--- config.mk ---
export PLATFORM = sky130hd
export DESIGN_NAME = ram_ksa_shuffler_flat
export DESIGN_NICKNAME = d
export VERILOG_FILES = /design/src/rtl/ram_ksa_shuffler_if.sv /design/src/rtl/ram_ksa_shuffler.sv /design/src/flat_wrapper.sv
export SDC_FILE = /design/constraint.sdc
export NUM_CORES = 1
export LEC_CHECK = 0
export CORE_ASPECT_RATIO = 0.5
export CORE_MARGIN = 1
export CORE_UTILIZATION = 55
export DETAILED_ROUTE_END_ITERATION = 6
export MAX_ROUTING_LAYER = met4
export PLACE_DENSITY = 0.93
export SYNTH_ARGS = -nofsm -noshare
export SYNTH_HDL_FRONTEND = slang
export SYNTH_SLANG_ARGS = --single-unit
--- constraint.sdc ---
create_clock -name clk -period 6.3 [get_ports clk]
set_input_delay 1.26 -clock clk [delete_from_list [all_inputs] [get_ports clk]]
set_output_delay 1.26 -clock clk [all_outputs]
set_load 0.01 [all_outputs]
--- src/rtl/ram_ksa_shuffler_if.sv ---
// Bus between the RC4 key-scheduling shuffler and the RAM controller:
// start/finish handshake, secret key, and the single-port RAM signals.
interface ram_ksa_shuffler_if #(
  parameter int RAM_WIDTH = 8,
  parameter int KEY_BYTES = 3
);
  logic                   start;
  logic [KEY_BYTES*8-1:0] key;
  logic [RAM_WIDTH-1:0]   ram_out;
  logic                   finished;
  logic                   busy;
  logic                   write_enable;
  logic [RAM_WIDTH-1:0]   address;
  logic [RAM_WIDTH-1:0]   ram_in;

  modport master (
    output start, key, ram_out,
    input  finished, busy, write_enable, address, ram_in
  );

  modport slave (
    input  start, key, ram_out,
    output finished, busy, write_enable, address, ram_in
  );
endinterface

--- src/rtl/ram_ksa_shuffler.sv ---
// RC4 key-scheduling stage: swaps s[i] and s[j] over the whole S-box RAM,
// with j = j + s[i] + key[i mod KEY_BYTES], using a 9-cycle iteration.
module ram_ksa_shuffler #(
  parameter int RAM_WIDTH = 8,
  parameter int RAM_SIZE  = 256,
  parameter int KEY_BYTES = 3
) (
  input logic               clk,
  input logic               reset,
  ram_ksa_shuffler_if.slave bus
);
  localparam int KIDX_W = (KEY_BYTES > 1) ? $clog2(KEY_BYTES) : 1;
  localparam logic [RAM_WIDTH-1:0] LAST_I = RAM_WIDTH'(RAM_SIZE - 1);
  localparam logic [KIDX_W-1:0]    LAST_K = KIDX_W'(KEY_BYTES - 1);

  typedef enum logic [3:0] {
    IDLE, RD_I, WT_I, CAP_I, RD_J, WT_J, CAP_J, WR_I, WR_J, NEXT, DONE
  } state_t;

  state_t                 state, state_nxt;
  logic [RAM_WIDTH-1:0]   i, j, si, sj;
  logic [KIDX_W-1:0]      kidx;
  logic [KEY_BYTES*8-1:0] key_q;
  logic [7:0]             key_bytes [KEY_BYTES];
  logic [7:0]             key_byte;

  // Byte 0 is the most significant byte of the key.
  for (genvar b = 0; b < KEY_BYTES; b++) begin : g_key_bytes
    assign key_bytes[b] = key_q[(KEY_BYTES-b)*8-1 -: 8];
  end
  assign key_byte = key_bytes[kidx];

  // NOTE: clocked state uses non-blocking assignments so every register
  // samples pre-edge values; blocking here would create ordering races.
  always_ff @(posedge clk or negedge reset) begin
    if (!reset) state <= IDLE;
    else        state <= state_nxt;
  end

  // NOTE: every variable gets a default before the case so no path leaves
  // it unassigned, which would otherwise infer a latch.
  always_comb begin
    state_nxt = state;
    unique case (state)
      IDLE:    if (bus.start) state_nxt = RD_I;
      RD_I:    state_nxt = WT_I;
      WT_I:    state_nxt = CAP_I;
      CAP_I:   state_nxt = RD_J;
      RD_J:    state_nxt = WT_J;
      WT_J:    state_nxt = CAP_J;
      CAP_J:   state_nxt = WR_I;
      WR_I:    state_nxt = WR_J;
      WR_J:    state_nxt = NEXT;
      NEXT:    state_nxt = (i == LAST_I) ? DONE : RD_I;
      DONE:    state_nxt = IDLE;
      default: state_nxt = IDLE;
    endcase
  end

  logic                 busy_c, finished_c, we_c;
  logic [RAM_WIDTH-1:0] addr_c, wdata_c;

  always_comb begin
    busy_c     = 1'b0;
    finished_c = 1'b0;
    we_c       = 1'b0;
    addr_c     = '0;
    wdata_c    = '0;
    unique case (state)
      RD_I, WT_I, CAP_I: begin
        busy_c = 1'b1;
        addr_c = i;
      end
      RD_J, WT_J, CAP_J: begin
        busy_c = 1'b1;
        addr_c = j;
      end
      WR_I: begin
        busy_c  = 1'b1;
        we_c    = 1'b1;
        addr_c  = i;
        wdata_c = sj;
      end
      WR_J: begin
        busy_c  = 1'b1;
        we_c    = 1'b1;
        addr_c  = j;
        wdata_c = si;
      end
      NEXT:    busy_c = 1'b1;
      DONE:    finished_c = 1'b1;
      default: ;
    endcase
  end

  assign bus.busy         = busy_c;
  assign bus.finished     = finished_c;
  assign bus.write_enable = we_c;
  assign bus.address      = addr_c;
  assign bus.ram_in       = wdata_c;

  // j is updated at CAP_I so the j read group already addresses the new j.
  always_ff @(posedge clk or negedge reset) begin
    if (!reset) begin
      i     <= '0;
      j     <= '0;
      kidx  <= '0;
      si    <= '0;
      sj    <= '0;
      key_q <= '0;
    end else begin
      unique case (state)
        IDLE: begin
          if (bus.start) begin
            key_q <= bus.key;
            i     <= '0;
            j     <= '0;
            kidx  <= '0;
          end
        end
        CAP_I: begin
          si <= bus.ram_out;
          j  <= j + bus.ram_out + RAM_WIDTH'(key_byte);
        end
        CAP_J: sj <= bus.ram_out;
        NEXT: begin
          if (i != LAST_I) begin
            i    <= i + 1'b1;
            kidx <= (kidx == LAST_K) ? '0 : kidx + 1'b1;
          end
        end
        default: ;
      endcase
    end
  end
endmodule

--- src/flat_wrapper.sv ---
// flat-port wrapper written by rule: the top's interface ports become plain ports
module ram_ksa_shuffler_flat 
#(
  parameter int RAM_WIDTH = 8,
  parameter int RAM_SIZE  = 256,
  parameter int KEY_BYTES = 3
)
  (clk, reset, bus_start, bus_key, bus_ram_out, bus_finished, bus_busy, bus_write_enable, bus_address, bus_ram_in);
  ram_ksa_shuffler_if #(.RAM_WIDTH(RAM_WIDTH), .KEY_BYTES(KEY_BYTES)) bus_i ();
  input logic clk;
  input logic reset;
  input wire logic [$bits(bus_i.start)-1:0] bus_start;
  input wire logic [$bits(bus_i.key)-1:0] bus_key;
  input wire logic [$bits(bus_i.ram_out)-1:0] bus_ram_out;
  output wire logic [$bits(bus_i.finished)-1:0] bus_finished;
  output wire logic [$bits(bus_i.busy)-1:0] bus_busy;
  output wire logic [$bits(bus_i.write_enable)-1:0] bus_write_enable;
  output wire logic [$bits(bus_i.address)-1:0] bus_address;
  output wire logic [$bits(bus_i.ram_in)-1:0] bus_ram_in;
  assign bus_i.start = bus_start;
  assign bus_i.key = bus_key;
  assign bus_i.ram_out = bus_ram_out;
  assign bus_finished = bus_i.finished;
  assign bus_busy = bus_i.busy;
  assign bus_write_enable = bus_i.write_enable;
  assign bus_address = bus_i.address;
  assign bus_ram_in = bus_i.ram_in;
  ram_ksa_shuffler #(.RAM_WIDTH(RAM_WIDTH), .RAM_SIZE(RAM_SIZE), .KEY_BYTES(KEY_BYTES)) u_core (.clk(clk), .reset(reset), .bus(bus_i));
endmodule
==> metrics.txt <==
status=complete, no violations; CTS sink cnt=62; layout cell share with drive strength beyond 1=20.7%; global route overflow=0; Final Hold Violating Endpoints=0; largest net degree at the start of global routing=63; Placer Congestion=0.830; die height=57.5 microns; Pre-antenna DRT Iters=4; synth unique cells=47; area post-placement=3940 sq um; Syn Nets=343; overall routing resource usage=26.7%; slew margin rel.=47.3%; Via-to-Cell Ratio=5.90; CTS root buf=clkbuf_16; Worst EP arrival=2.57 ns; die width=113 microns; Peak VDD IR=0.210 mV; Layout fillers=380; Yosys reg bits=62; Design Area, Final=4270 sq um; setup bufs post-CTS=0; fmax=261 MHz; max_cap viols=0; min-delay worst type=register to register; I/O Pins=54; H-tree levels=3; ANT nets after route=0; number of global-route vias before repair=2489; Setup CP Type=register to primary output; # DRC=0; Gate Count Post-Synth=293; initial antenna violation count=0; crit path max fanout=20; largest buffer count on any clock path=2; wire per inst=18.3 microns; Num CTS Buffers=9; synth warn=0; CP Launch Type=register; CTS tree=built; Setup TNS Final=0 ns; Nets=393; most common cell after layout, fill and taps aside=dfrtp_1; port bufs=53; Fin Hold WS=0.509 ns; top_reg_cell synth=dfrtp_1; 1st-iter DRT viols=164; CP Buf/Inv Count=1; unrepaired setup endpoints after global routing=false; via count=2484; commonest non-fill, non-tap cells in the layout=62 x dfrtp_1, 52 x clkdlybuf4s50_1, 41 x mux2_2, 22 x nand2_1, 19 x o21ai_0; Setup Skew=0.00453 ns; leakage=1.76 nW; std cell rows=19; post-cts hold buffer count=0; final worst path period share=60.9%; crit end category=primary output; core area=5710 sq um; final setup fails=0; Worst-Skew Late Latency=0.33 ns; Max Slew Vio Count=0; WL final=7710 microns; die footprint=6500 sq um; EDFF count, synth=0; first-pass GRT wire length=12300 microns; slowest library cell on the worst path=dfrtp_1; Mapped Avg Cell Area=11.6 sq um; CP required=5.04 ns; Antenna diodes=0; Crit path largest cell delay=0.75 ns; Crit path max-delay family=simple AND/OR/NAND/NOR gates; actual slew at the worst max-slew pin=0.791 ns; Seq/Total Area, Yosys=45.8%; clock slew at reported path FFs=0.05 ns; DP HPWL=5390 microns; Final Core Density=74.8%; Area Growth Syn to Fin=26.0%; Async SR Flop Fraction=100%; mapped cell area=3390 sq um; Initial Utilization=59.4%; post-cts resize count=0; worst path cell trace=and2_1 -> nand2_1 -> o21ai_0 -> clkdlybuf4s50_1; Tmin final=3.83 ns; Power Density=525 nW/um^2
metal layers:
metal | vias up | share of wire (%) | GRT usage (%)
met1 | 1223 | 44 | 34.5
li1 | 1157 | - | -
met3 | 13 | 6.9 | 6.27
met4 | 0 | 1.5 | 10.2
met5 | - | 0 | -
met2 | 91 | 47 | 41.4
flip-flops by register name, summed over array words and instances (netlist names):
signal / count
u_core.sj: 8
u_core.kidx: 2
u_core.j: 8
u_core.si: 8
u_core.key_bytes: 24
u_core.state: 4
u_core.i: 8
through the flow:
| step | setup WS [ns] | total power, mW | cells |
|---|---|---|---|
| floorplan | 3.10 | 1.40 | 293 |
| global placement | 2.53 | 1.61 | 405 |
| detailed placement | 2.49 | 1.69 | 405 |
| CTS | 2.50 | 2.25 | 421 |
| global route | 2.35 | 2.38 | 421 |
| finish | 2.47 | 2.24 | 421 |
logic make-up after synthesis:
kind of cell / synth area share [%]
AOI/OAI and AO/OA: 11.3
xor gates and xnor gates: 3.10
adders and majority gates: 7.61
buffers and inverters: 3.51
DFF: 45.8
muxes: 16.0
and+or+nand+nor: 12.7
where the power goes:
| part | switching [mW] | internal (mW) |
|---|---|---|
| clock network | 0.179 | 0.359 |
| logic | 0.465 | 0.504 |
| registers | 0.160 | 0.575 |
synth_stat cells (3+ instances only):
cell	count	area share [%]
xnor2_1	10	2.6
a22oi_1	8	1.8
mux2i_1	8	2.4
nand3_1	3	0.44
or2_2	3	0.55
ha_1	7	2.6
nor3_1	6	0.89
nor2_1	15	1.7
nor3b_1	3	0.66
and2_1	3	0.55
buf_2	8	1.2
fa_1	8	4.7
nand2b_1	3	0.55
a22o_1	14	3.6
a21oi_1	5	0.74
and3_1	3	0.55
nand2_1	22	2.4
mux2_2	41	14
o21ai_0	19	2.8
inv_1	6	0.66
clkbuf_1	6	0.66
dfrtp_1	62	46
final timing paths:
check                                startpoint              endpoint  slack (ns)  cells after the start
min in group asynchronous                 reset  u_core.key_bytes[17]        1.09                      2
max reg2reg                      u_core.kidx[1]           u_core.j[7]        2.93                     12
max in group asynchronous                 reset  u_core.key_bytes[13]        4.68                      2
min                        u_core.key_bytes[12]  u_core.key_bytes[12]        0.51                      1
min reg2reg                u_core.key_bytes[12]  u_core.key_bytes[12]        0.51                      1
max                             u_core.state[3]        bus_address[1]        2.47                      4
worst reg2reg max path: stages, from the launching register on:
cell and delay, ns:
dfrtp_1 0.68, nor2b_1 0.27, nand2_1 0.12, o21ai_0 0.21, fa_1 0.56, ha_1 0.17, inv_1 0.06, fa_1 0.37
nand2b_1 0.20, a21oi_1 0.18, o22ai_1 0.12, xnor2_1 0.13, a22o_1 0.19
layout make-up:
type	instances	area (sq um)	share of cell area (%)
clock inverter	6	93.8	2.20
multi-input combinational	208	1720	40.3
timing repair buffer	56	548	12.8
inverter	6	22.5	0.528
tap	73	91.3	2.14
sequential	62	1550	36.4
clock buffer	10	239	5.60
No activity file was read; power rests on OpenSTA's default activity.
